--- config.mk ---
export PLATFORM = sky130hd
export DESIGN_NAME = dmem_arbiter_flat
export DESIGN_NICKNAME = d
export VERILOG_FILES = /design/src/rtl/dmem_arbiter_if.sv /design/src/rtl/dmem_arbiter.sv /design/src/flat_wrapper.sv
export SDC_FILE = /design/constraint.sdc
export NUM_CORES = 1
export LEC_CHECK = 0
export BUFFER_PORTS_ARGS = -buffer_cell sky130_fd_sc_hd__buf_4
export CAP_MARGIN = 20
export CELL_PAD_IN_SITES_DETAIL_PLACEMENT = 0
export CELL_PAD_IN_SITES_GLOBAL_PLACEMENT = 2
export CORE_MARGIN = 2
export CORE_UTILIZATION = 20
export DETAILED_ROUTE_END_ITERATION = 6
export MAX_ROUTING_LAYER = met4
export PLACE_DENSITY = 0.84
export SLEW_MARGIN = 20
export SYNTH_ARGS = -nofsm -noshare
export SYNTH_HDL_FRONTEND = slang
export SYNTH_SLANG_ARGS = --single-unit
--- constraint.sdc ---
create_clock -name clk -period 3.4 [get_ports clk]
set_input_delay 0.34 -clock clk [delete_from_list [all_inputs] [get_ports clk]]
set_output_delay 0.34 -clock clk [all_outputs]
set_load 0.01 [all_outputs]
--- src/rtl/dmem_arbiter_if.sv ---
// rtl/dmem_arbiter_if.sv - CPU, DMA and dmem port bundle for the data memory arbiter.
interface dmem_arbiter_if #(
  parameter int wide = 32
);
  logic            cpu_we;
  logic [31:0]     cpu_addr;
  logic [wide-1:0] cpu_wd;
  logic [wide-1:0] cpu_rd;

  logic            dma_req;
  logic            dma_we;
  logic [31:0]     dma_addr;
  logic [wide-1:0] dma_wd;
  logic            dma_gnt;
  logic [wide-1:0] dma_rd;
  logic            dma_valid;
  logic            dma_err;

  logic            hold;
  logic            holdACK;

  logic            mem_we;
  logic [31:0]     mem_addr;
  logic [wide-1:0] mem_d;
  logic [wide-1:0] mem_q;

  modport slave (
    input  cpu_we, cpu_addr, cpu_wd,
    input  dma_req, dma_we, dma_addr, dma_wd,
    input  holdACK, mem_q,
    output cpu_rd, dma_gnt, dma_rd, dma_valid, dma_err,
    output hold, mem_we, mem_addr, mem_d
  );

  modport master (
    output cpu_we, cpu_addr, cpu_wd,
    output dma_req, dma_we, dma_addr, dma_wd,
    output holdACK, mem_q,
    input  cpu_rd, dma_gnt, dma_rd, dma_valid, dma_err,
    input  hold, mem_we, mem_addr, mem_d
  );
endinterface

--- src/rtl/dmem_arbiter.sv ---
// rtl/dmem_arbiter.sv - single-port dmem sharing between CPU and DMA via hold/holdACK.
module dmem_arbiter #(
  parameter int wide        = 32,
  parameter int max_burst   = 4,
  parameter int ack_timeout = 16
) (
  input  logic          clk,
  input  logic          rst,
  dmem_arbiter_if.slave bus
);

  typedef enum logic [1:0] {
    IDLE     = 2'd0,
    REQ_HOLD = 2'd1,
    DMA      = 2'd2,
    RELEASE  = 2'd3
  } state_e;

  localparam logic [7:0] BURST_LAST = 8'(max_burst);
  localparam logic [7:0] WAIT_LAST  = 8'(ack_timeout - 1);

  state_e          state_q, state_d;
  logic [7:0]      wait_q, wait_d;
  logic [7:0]      burst_q, burst_d;
  logic            hold_q, gnt_q, valid_q, err_q, err_d;
  logic [wide-1:0] rd_q;
  logic            access;

  function automatic logic [7:0] sat_inc(input logic [7:0] x);
    return (x == 8'hFF) ? x : x + 8'd1;
  endfunction

  assign access = (state_q == DMA) && bus.dma_req;

  always_comb begin
    state_d = state_q;
    wait_d  = wait_q;
    burst_d = burst_q;
    err_d   = 1'b0;
    case (state_q)
      IDLE: begin
        if (bus.dma_req) begin
          state_d = REQ_HOLD;
          wait_d  = 8'd0;
        end
      end
      REQ_HOLD: begin
        wait_d = sat_inc(wait_q);
        // A late acknowledge landing on the timeout cycle still wins the grant.
        if (bus.holdACK) begin
          state_d = DMA;
          burst_d = 8'd0;
        end else if (!bus.dma_req) begin
          state_d = RELEASE;
        end else if (wait_q == WAIT_LAST) begin
          state_d = RELEASE;
          err_d   = 1'b1;
        end
      end
      DMA: begin
        if (bus.dma_req) begin
          burst_d = sat_inc(burst_q);
          if (burst_d == BURST_LAST) state_d = RELEASE;
        end else begin
          state_d = RELEASE;
        end
      end
      RELEASE: begin
        if (!bus.holdACK) state_d = IDLE;
      end
      default: state_d = IDLE;
    endcase
  end

  always_ff @(posedge clk) begin
    if (rst) begin
      state_q <= IDLE;
      wait_q  <= 8'd0;
      burst_q <= 8'd0;
      hold_q  <= 1'b0;
      gnt_q   <= 1'b0;
      valid_q <= 1'b0;
      err_q   <= 1'b0;
      rd_q    <= '0;
    end else begin
      state_q <= state_d;
      wait_q  <= wait_d;
      burst_q <= burst_d;
      hold_q  <= (state_d == REQ_HOLD) || (state_d == DMA);
      gnt_q   <= (state_d == DMA);
      valid_q <= access;
      err_q   <= err_d;
      if (access) rd_q <= bus.mem_q;
    end
  end

  always_comb begin
    if (state_q == DMA) begin
      bus.mem_addr = bus.dma_addr;
      bus.mem_d    = bus.dma_wd;
      bus.mem_we   = bus.dma_we & bus.dma_req;
    end else begin
      bus.mem_addr = bus.cpu_addr;
      bus.mem_d    = bus.cpu_wd;
      bus.mem_we   = bus.cpu_we;
    end
    if (rst) bus.mem_we = 1'b0;
  end

  assign bus.cpu_rd    = bus.mem_q;
  assign bus.hold      = hold_q;
  assign bus.dma_gnt   = gnt_q;
  assign bus.dma_valid = valid_q;
  assign bus.dma_err   = err_q;
  assign bus.dma_rd    = rd_q;

endmodule

--- src/flat_wrapper.sv ---
// flat-port wrapper written by rule: the top's interface ports become plain ports
module dmem_arbiter_flat 
#(
  parameter int wide        = 32,
  parameter int max_burst   = 4,
  parameter int ack_timeout = 16
)
  (clk, rst, bus_cpu_we, bus_cpu_addr, bus_cpu_wd, bus_dma_req, bus_dma_we, bus_dma_addr, bus_dma_wd, bus_holdACK, bus_mem_q, bus_cpu_rd, bus_dma_gnt, bus_dma_rd, bus_dma_valid, bus_dma_err, bus_hold, bus_mem_we, bus_mem_addr, bus_mem_d);
  dmem_arbiter_if #(.wide(wide)) bus_i ();
  input  logic clk;
  input  logic rst;
  input wire logic [$bits(bus_i.cpu_we)-1:0] bus_cpu_we;
  input wire logic [$bits(bus_i.cpu_addr)-1:0] bus_cpu_addr;
  input wire logic [$bits(bus_i.cpu_wd)-1:0] bus_cpu_wd;
  input wire logic [$bits(bus_i.dma_req)-1:0] bus_dma_req;
  input wire logic [$bits(bus_i.dma_we)-1:0] bus_dma_we;
  input wire logic [$bits(bus_i.dma_addr)-1:0] bus_dma_addr;
  input wire logic [$bits(bus_i.dma_wd)-1:0] bus_dma_wd;
  input wire logic [$bits(bus_i.holdACK)-1:0] bus_holdACK;
  input wire logic [$bits(bus_i.mem_q)-1:0] bus_mem_q;
  output wire logic [$bits(bus_i.cpu_rd)-1:0] bus_cpu_rd;
  output wire logic [$bits(bus_i.dma_gnt)-1:0] bus_dma_gnt;
  output wire logic [$bits(bus_i.dma_rd)-1:0] bus_dma_rd;
  output wire logic [$bits(bus_i.dma_valid)-1:0] bus_dma_valid;
  output wire logic [$bits(bus_i.dma_err)-1:0] bus_dma_err;
  output wire logic [$bits(bus_i.hold)-1:0] bus_hold;
  output wire logic [$bits(bus_i.mem_we)-1:0] bus_mem_we;
  output wire logic [$bits(bus_i.mem_addr)-1:0] bus_mem_addr;
  output wire logic [$bits(bus_i.mem_d)-1:0] bus_mem_d;
  assign bus_i.cpu_we = bus_cpu_we;
  assign bus_i.cpu_addr = bus_cpu_addr;
  assign bus_i.cpu_wd = bus_cpu_wd;
  assign bus_i.dma_req = bus_dma_req;
  assign bus_i.dma_we = bus_dma_we;
  assign bus_i.dma_addr = bus_dma_addr;
  assign bus_i.dma_wd = bus_dma_wd;
  assign bus_i.holdACK = bus_holdACK;
  assign bus_i.mem_q = bus_mem_q;
  assign bus_cpu_rd = bus_i.cpu_rd;
  assign bus_dma_gnt = bus_i.dma_gnt;
  assign bus_dma_rd = bus_i.dma_rd;
  assign bus_dma_valid = bus_i.dma_valid;
  assign bus_dma_err = bus_i.dma_err;
  assign bus_hold = bus_i.hold;
  assign bus_mem_we = bus_i.mem_we;
  assign bus_mem_addr = bus_i.mem_addr;
  assign bus_mem_d = bus_i.mem_d;
  dmem_arbiter #(.wide(wide), .max_burst(max_burst), .ack_timeout(ack_timeout)) u_core (.clk(clk), .rst(rst), .bus(bus_i));
endmodule
# After elaboration in Yosys (flattened, before gate mapping)
# Index checks and enable logic that the tools add are counted.
dict set report totals {
  in_bits 166
  out_inout_bits 133
  wordCells 54
  register_bits 54
}
dict set report op_classes {
  n_eq_ne 13
  n_reduce_logical 8
  n_bitwise 3
  n_mux 20
  n_addsub 2
}
# operator count
set op_table {}
lappend op_table {{$mux 32} 2}
lappend op_table {{$mux 8} 5}
lappend op_table {{$pmux 8 s2} 2}
lappend op_table {{$add 8x1->8 const B} 2}
lappend op_table {{$eq 8x8->1 const B} 2}
lappend op_table {{$mux 2} 7}
lappend op_table {{$eq 8x3->1 const B} 1}
lappend op_table {{$eq 8x4->1 const B} 1}
lappend op_table {{$ne 2x2->1 const B} 4}
lappend op_table {{$pmux 2 s4} 1}
lappend op_table {{$eq 2x2->1 const B} 3}
lappend op_table {{$reduce_and 3->1} 2}
lappend op_table {{$eq 2x1->1 const B} 2}
lappend op_table {{$reduce_bool 2->1} 2}
lappend op_table {{$reduce_or 4->1} 1}
lappend op_table {{$mux 1} 3}
lappend op_table {{$logic_not 2->1} 1}
lappend op_table {{$not 1->1} 2}
lappend op_table {{$and 1x1->1} 1}
lappend op_table {{$logic_and 1x1->1} 1}
lappend op_table {{$logic_or 1x1->1} 1}

# Depth between registers and ports, before layout
# Gate-level depths: netlist of run 1.
dict set report depth {
  word_depth 8
  ltp_mapped 7
  mapped_depth_nobuf 7
}

# Least setup slack after synthesis of run 1
# Ideal clock, no wire load.
dict set report synth_path {
  path_type {reg2out}
  startpoint {register u_core.state_q[0]}
  endpoint {output bus_mem_d[10]}
  path_slack_ns 1.620
  t_required_ns 3.060
  path_stages_with_launch 6
  arrival_time_ns 1.440
  n_path_buf 3
  path_cell_list {dfxtp_1 > buf_6 > and2b_1 > buf_2 > buf_2 > mux2_2}
}
dict set report synth_via {
  elab_chain_cells 2
}
# element line_no
set synth_lines {}
lappend synth_lines {{start: declaration} dmem_arbiter.sv:22} ;# state_e state_q, state_d;
lappend synth_lines {{start signal: assignment} dmem_arbiter.sv:86} ;# state_q <= state_d;
lappend synth_lines {{$eq 2x2->1} dmem_arbiter.sv:98} ;# if (state_q == DMA) begin
lappend synth_lines {{$mux 32} dmem_arbiter.sv:98}
lappend synth_lines {{end: declaration} flat_wrapper.sv:29} ;# output wire logic [$bits(bus_i.mem_d)-1:0] bus_mem_d;
# Every way passes these cells.

# Worst setup path in the final report of run 1
dict set report layout_path {
  startpoint {register u_core.state_q[1]}
  endpoint {output bus_mem_addr[23]}
}
dict set report layout_via {
  elab_chain_cells 2
}
# element line_no
set layout_lines {}
lappend layout_lines {{$eq 2x2->1} dmem_arbiter.sv:98}
lappend layout_lines {{$mux 32} dmem_arbiter.sv:98}
lappend layout_lines {{end: declaration} flat_wrapper.sv:28} ;# output wire logic [$bits(bus_i.mem_addr)-1:0] bus_mem_addr;
# Every way passes these cells.

==> metrics.txt, run 1 <==
Initial Util=0.203; Min Clock Period, post-route=2.87 ns; Switching Share=0.287; gr usage total=0.151; TritonCTS buffer count=5; largest cells by area after synthesis=dfxtp_1 32%, mux2_2 22%, nand2_1 8.5%; register area share after synthesis=0.325; H-tree depth=2; Slew HR=0.554; CTS sink count=54; Ys Warns=0; final worst-path cycle share=0.844; M2 GR Usage=0.289; Yosys reg bits=54; pre-CTS setup slack=0.800 ns; clock root cell=clkbuf_16; final worst slack=0.530 ns; router iterations before antenna repair=4; die area=17700 sq um; top fanout value on the critical path=43; synthesized net count=559; GRT met3 Usage=0.0310; IO Port Bufs=298; reg2reg start=u_core.state_q[1]; crit path launch=u_core.state_q[1]; Rows=47; WHS=0.298 ns; Synth area leader=dfxtp_1; Placeable Area=16400 sq um; met1 Usage GRT=0.156; pwr dens=326 nW/um^2; Post-CTS Setup Bufs=0; ys async rst share=0; Vias/cell=4.26; setup_tns=0 ns; Die H=133 um; GR peak layer=met2; Crit Path Class=reg -> out; power share of the clock group=0.270; post-layout net count=811; CP Launch Type=flip-flop; Setup Skew=0.00579 ns; DR iter-0 viols=92; power share of the sequential group=0.367; antenna violations before repair=1; critical path arrival=2.53 ns; largest net degree at the start of global routing=47; DRC violations left=0; Worst VDD drop=164 uV; RePlAce Congestion=0.853; CTS tree=done; Area growth syn-to-layout=69.4%; vias in the first global route=3682; fin cells=863; clk slew on worst S/H paths=0.07 ns; Sw Pwr=0.528 mW; via count=3676; # fillers=1702; max cap viols=0; final wirelength=13900 um; Logic pwr share=0.363; DP Cell Count=855; CTS Hold Bufs=0; IO Pins=299; Post-synth top flop=dfxtp_1; wire per inst=16.1 um; fmax=348 MHz; final hold vios=0; Worst Setup End Kind=primary output; Worst-Margin Slew=0.670 ns; Cells after Synth=390; Critical Path RT=3.06 ns; Congestion Overflow GR=0; Die Wd=133 um; Register Area=1080 sq um; RSZ-0062 raised after global routing=false; Internal Power=1.31 mW; Leak=2.53 nW; clk buf depth=2; Multi-input gate area=1890 sq um; remaining antenna violation count=0; Post-Syn Area per Cell=8.54 sq um; worst-skew pair later-pin latency=0.29 ns; post-cts sizing count=0; EDFF count, synth=0; detailed-placement wirelength estimate=11600 um; Worst Hold Class=in -> reg; min-delay src=bus_mem_q[27]; layout cell share with drive strength beyond 1=0.593; Final setup viols=0; mapped cell area=3330 sq um; post-synth top area share=0.325; first-pass GRT wire length=20400 um; outcome=finished, final reports clean; Slew Limit Fails=0; unique cell type count in the Yosys netlist=47
[layer usage]
metal  wire length (um)  share of wire
met1               5140           0.37
met2               7610           0.55
met3                955          0.069
met4                197          0.014
met5                  0              0
[final timing paths]
kind / endpoint / cells after the start / slack (ns)
hold reg to reg: u_core.bus.dma_rd[2] / 2 / 0.46
setup / recovery: bus_mem_addr[23] / 4 / 0.53
hold / removal: u_core.bus.dma_rd[27] / 3 / 0.30
setup reg to reg: u_core.bus.hold / 5 / 1.05
[state kept, by name, summed over array words and instances (netlist names)]
name                  flops
u_core.bus.dma_err        1
u_core.burst_q            8
u_core.bus.hold           1
u_core.bus.dma_rd        32
u_core.bus.dma_valid      1
u_core.state_q            2
u_core.wait_q             8
u_core.bus.dma_gnt        1
[cells in the final DEF (no fill, tap or decap), types with 4 or more instances in the layout]
cell type and instances:
nand3_1 8, clkbuf_16 5, nand2_1 75, a21oi_1 45, nor3_1 6, buf_4 300
nor2b_1 4, nor2_1 13, dfxtp_1 54, o21ai_0 10, or4_1 4, mux2_2 66
[metrics by stage]
stage,instance area (sq um),power (mW),util
after floorplan,3330,1.01,-
after global placement,5510,1.36,0.336
after detailed placement,5510,1.37,0.336
after CTS,5640,1.88,0.344
after global routing,5640,1.93,0.344
final,5640,1.84,0.344
[cell type report]
type | instances | area share
repair buffers | 300 | 0.399
multi-input cells | 278 | 0.334
flip-flops and latches | 54 | 0.192
well taps | 220 | 0.0488
clock buffers | 5 | 0.0222
inverters | 3 | 0.00200
clock inverters | 2 | 0.00177
diodes | 1 | 0.000443
[critical path, cell delays in order (launching register included)]
cell	delay, ns
dfxtp_1	0.49
and2b_2	0.59
buf_4	0.57
mux2_2	0.41
buf_4	0.15
[power by group through the flow]
stage          Clock (mW)  Combinational, mW  Sequential (mW)
6_report            0.495              0.667            0.675
3_3_place_gp            0              0.672            0.689
2_1_floorplan           0              0.315            0.691
5_1_grt             0.538              0.714            0.678
4_1_cts             0.521              0.681            0.675
3_5_place_dp            0              0.678            0.690
[kinds of logic after synthesis]
| kind of cell | count (synthesis) | synth area share |
|---|---|---|
| AO/OA/AOI/OAI | 73 | 0.128 |
| XOR/XNOR | 2 | 0.00526 |
| adder cells (fa/ha/maj) | 3 | 0.0113 |
| buffers and inverters | 58 | 0.110 |
| flip-flops | 54 | 0.325 |
| multiplexers | 68 | 0.229 |
| AND/OR/NAND/NOR | 132 | 0.192 |
[synth_stat cells (2+ instances only)]
cell type	count
buf_4	35
ha_1	3
o21ai_0	10
nand2b_1	2
nand2_1	75
o211ai_1	2
buf_2	7
or3_1	3
xor2_1	2
nand3b_1	2
mux2i_1	2
and3_1	2
nor2_1	13
a21oi_1	45
clkbuf_1	12
or4_1	4
nand3_1	8
nor3_1	6
a21boi_0	2
dfxtp_1	54
o31ai_1	3
nor2b_1	4
inv_1	3
and3b_1	2
mux2_2	66
nand4_1	2
Power figures use the tool's default switching activity.
==> run 2, diff against run 1 <==
--- a/config.mk
+++ b/config.mk
@@ -10,10 +10,10 @@
 export CELL_PAD_IN_SITES_DETAIL_PLACEMENT = 0
 export CELL_PAD_IN_SITES_GLOBAL_PLACEMENT = 2
 export CORE_MARGIN = 2
-export CORE_UTILIZATION = 20
+export CORE_UTILIZATION = 18
 export DETAILED_ROUTE_END_ITERATION = 6
 export MAX_ROUTING_LAYER = met4
-export PLACE_DENSITY = 0.84
+export PLACE_DENSITY = 0.77
 export SLEW_MARGIN = 20
 export SYNTH_ARGS = -nofsm -noshare
 export SYNTH_HDL_FRONTEND = slang
==> constraint.sdc (replaced) <==
create_clock -name clk -period 3.01 [get_ports clk]
set_input_delay 0.301 -clock clk [delete_from_list [all_inputs] [get_ports clk]]
set_output_delay 0.301 -clock clk [all_outputs]
set_load 0.01 [all_outputs]
==> run 2 against run 1 <==
  * The flow now finishes with violations (DRC)
  * Sequential cell count is the same
  * Worst setup slack gained 0.26 ns
  * Core utilization shrank 2.9 points
  * Largest cell class unchanged
==> metrics.txt, run 2 (synthesis results as in run 1) <==
via count=3707 (+0.84%); fmax=450 MHz; Critical Path RT=2.71 ns (-0.35 ns); Overall Power=2.16 mW (+18%); antenna violations before repair=1 (unchanged); final hold vios=0 (unchanged); die area=19600 sq um (+11%); commonest non-fill, non-tap cell in the layout=buf_4; Worst-Margin Slew=0.701 ns (+0.0315 ns); post-layout net count=811 (unchanged); Rows=49 (+4.3%); setup_tns=0 ns (unchanged); CTS Hold Bufs=0 (unchanged); RSZ-0062 raised after global routing=false; Setup Skew=0.00684 ns (+0.00105 ns); Logic pwr share=0.345 (-0.018); Placeable Area=18100 sq um (+10%); crit path launch=u_core.state_q[1]; max cap viols=0 (unchanged); DP Cell Count=864 (+1.1%); IO Pins=299 (unchanged); Worst VDD drop=191 uV (+17%); Switching Share=0.272 (-0.0156); IO Port Bufs=298 (unchanged); final wirelength=12400 um (-11%); RePlAce Congestion=0.832 (-2.4%); Leak=2.54 nW (+0.43%); Vias/cell=4.25 (-0.31%); wire per inst=14.2 um (-12%); cell area after layout=5700 sq um (+0.98%); Crit Path Class=reg -> out; post-cts sizing count=0 (unchanged); H-tree depth=2 (unchanged); DR iter-0 viols=125 (+36%); remaining antenna violation count=0 (unchanged); TritonCTS buffer count=5 (unchanged); # fillers=1940 (+14%); Final setup viols=0 (unchanged); top fanout value on the critical path=67 (+56%); min-delay src=bus_mem_q[29]; first-pass GRT wire length=19100 um (-6.4%); worst-skew pair later-pin latency=0.29 ns (about the same); Sw Pwr=0.587 mW (+11%); final worst slack=0.786 ns (+0.256 ns); vias in the first global route=3733 (+1.4%); pre-CTS setup slack=0.936 ns (+0.136 ns); Die H=140 um (+5.2%); power share of the clock group=0.302 (+0.032); final worst-path cycle share=0.739; commonest non-fill, non-tap cells in the layout=299 x buf_4, 75 x nand2_1, 66 x mux2_2, 54 x dfxtp_1, 45 x a21oi_1; clock root cell=clkbuf_16; clk slew on worst S/H paths=0.07 ns (about the same); layout cell share with drive strength beyond 1=0.593 (-0.000923); DRC violations left=17 (+17); max reg flops=32 (unchanged); Die Wd=140 um (+5.2%); Congestion Overflow GR=0 (unchanged); Initial Util=0.184 (-0.0188); critical path arrival=1.92 ns (-0.61 ns); Min Clock Period, post-route=2.22 ns; router iterations before antenna repair=7 (+3); CP Launch Type=flip-flop; power share of the sequential group=0.353 (-0.014); violated checks=DRC; detailed-placement wirelength estimate=10100 um (-13%); CTS tree=done; Area growth syn-to-layout=71.1%; Worst Setup End Kind=primary output; Slew Limit Fails=0 (unchanged); gr usage total=0.124 (-0.0272); outcome=complete, but fails checks; fin cells=873 (+1.2%); largest net degree at the start of global routing=68 (+45%); Worst Hold Class=in -> reg; pwr dens=379 nW/um^2 (+16%); Register Area=1080 sq um (unchanged); reg2reg start=u_core.state_q[1]; Cell Area, Placed=5530 sq um (+0.43%); Post-CTS Setup Bufs=0 (unchanged); Slew HR=0.533 (-0.0210); Internal Power=1.57 mW (+20%); Multi-input gate area=1890 sq um (unchanged); CTS sink count=54 (unchanged); R2R Setup Slk=1.00 ns (-0.05 ns); clk buf depth=2 (unchanged)
-- run 2: cell types whose count changed in the layout (fill, tap and decap cells not counted) --
cell and change:
clkinvlp_4 +1, buf_4 -1, bufinv_16 +1, clkbuf_1 +1
buf_12 +1, clkinv_2 -2
-- run 2: worst max-delay path, cell delays in order (launching register included) --
cell and delay [ns]:
dfxtp_1 0.49, and2b_2 0.22, buf_12 0.28, mux2_2 0.39, buf_4 0.16
-- run 2: per-stage QoR --
| step | hold slack (ns) | util |
|---|---|---|
| finish | 0.259 | 0.315 |
| global route | 0.259 | 0.315 |
| CTS | 0.251 | 0.315 |
| detailed placement | 0.449 | 0.306 |
| global placement | 0.444 | 0.306 |
| floorplan | 0.432 | - |
-- run 2: power by group through the flow --
stage | Clock (mW) | Sequential (mW) | Combinational [mW]
after floorplan | 0 | 0.781 | 0.356
after global placement | 0 | 0.778 | 0.757
after detailed placement | 0 | 0.780 | 0.759
after CTS | 0.684 | 0.763 | 0.763
after global routing | 0.710 | 0.767 | 0.799
final | 0.653 | 0.763 | 0.745
-- run 2: worst paths after layout --
check	endpoint	depth (start not counted)
worst max-delay path	bus_mem_d[31]	4
worst min-delay path	u_core.bus.dma_rd[29]	3
worst max register to register	u_core.bus.hold	7
worst min register to register	u_core.bus.dma_rd[1]	2
-- run 2: final cells by class --
| type | instances | area share |
|---|---|---|
| antenna | 1 | 0.000439 |
| clock buffer | 6 | 0.0226 |
| clock inverter | 2 | 0.00659 |
| inverter | 3 | 0.00198 |
| multi-input combinational | 278 | 0.331 |
| sequential | 54 | 0.190 |
| tap | 229 | 0.0503 |
| timing repair buffer | 300 | 0.397 |
-- run 2: layer usage --
| layer | part of all wire | track usage |
|---|---|---|
| met1 | 0.38 | 0.131 |
| met5 | 0 | - |
| met2 | 0.54 | 0.236 |
| met4 | 0.012 | 0.0298 |
| met3 | 0.074 | 0.0246 |
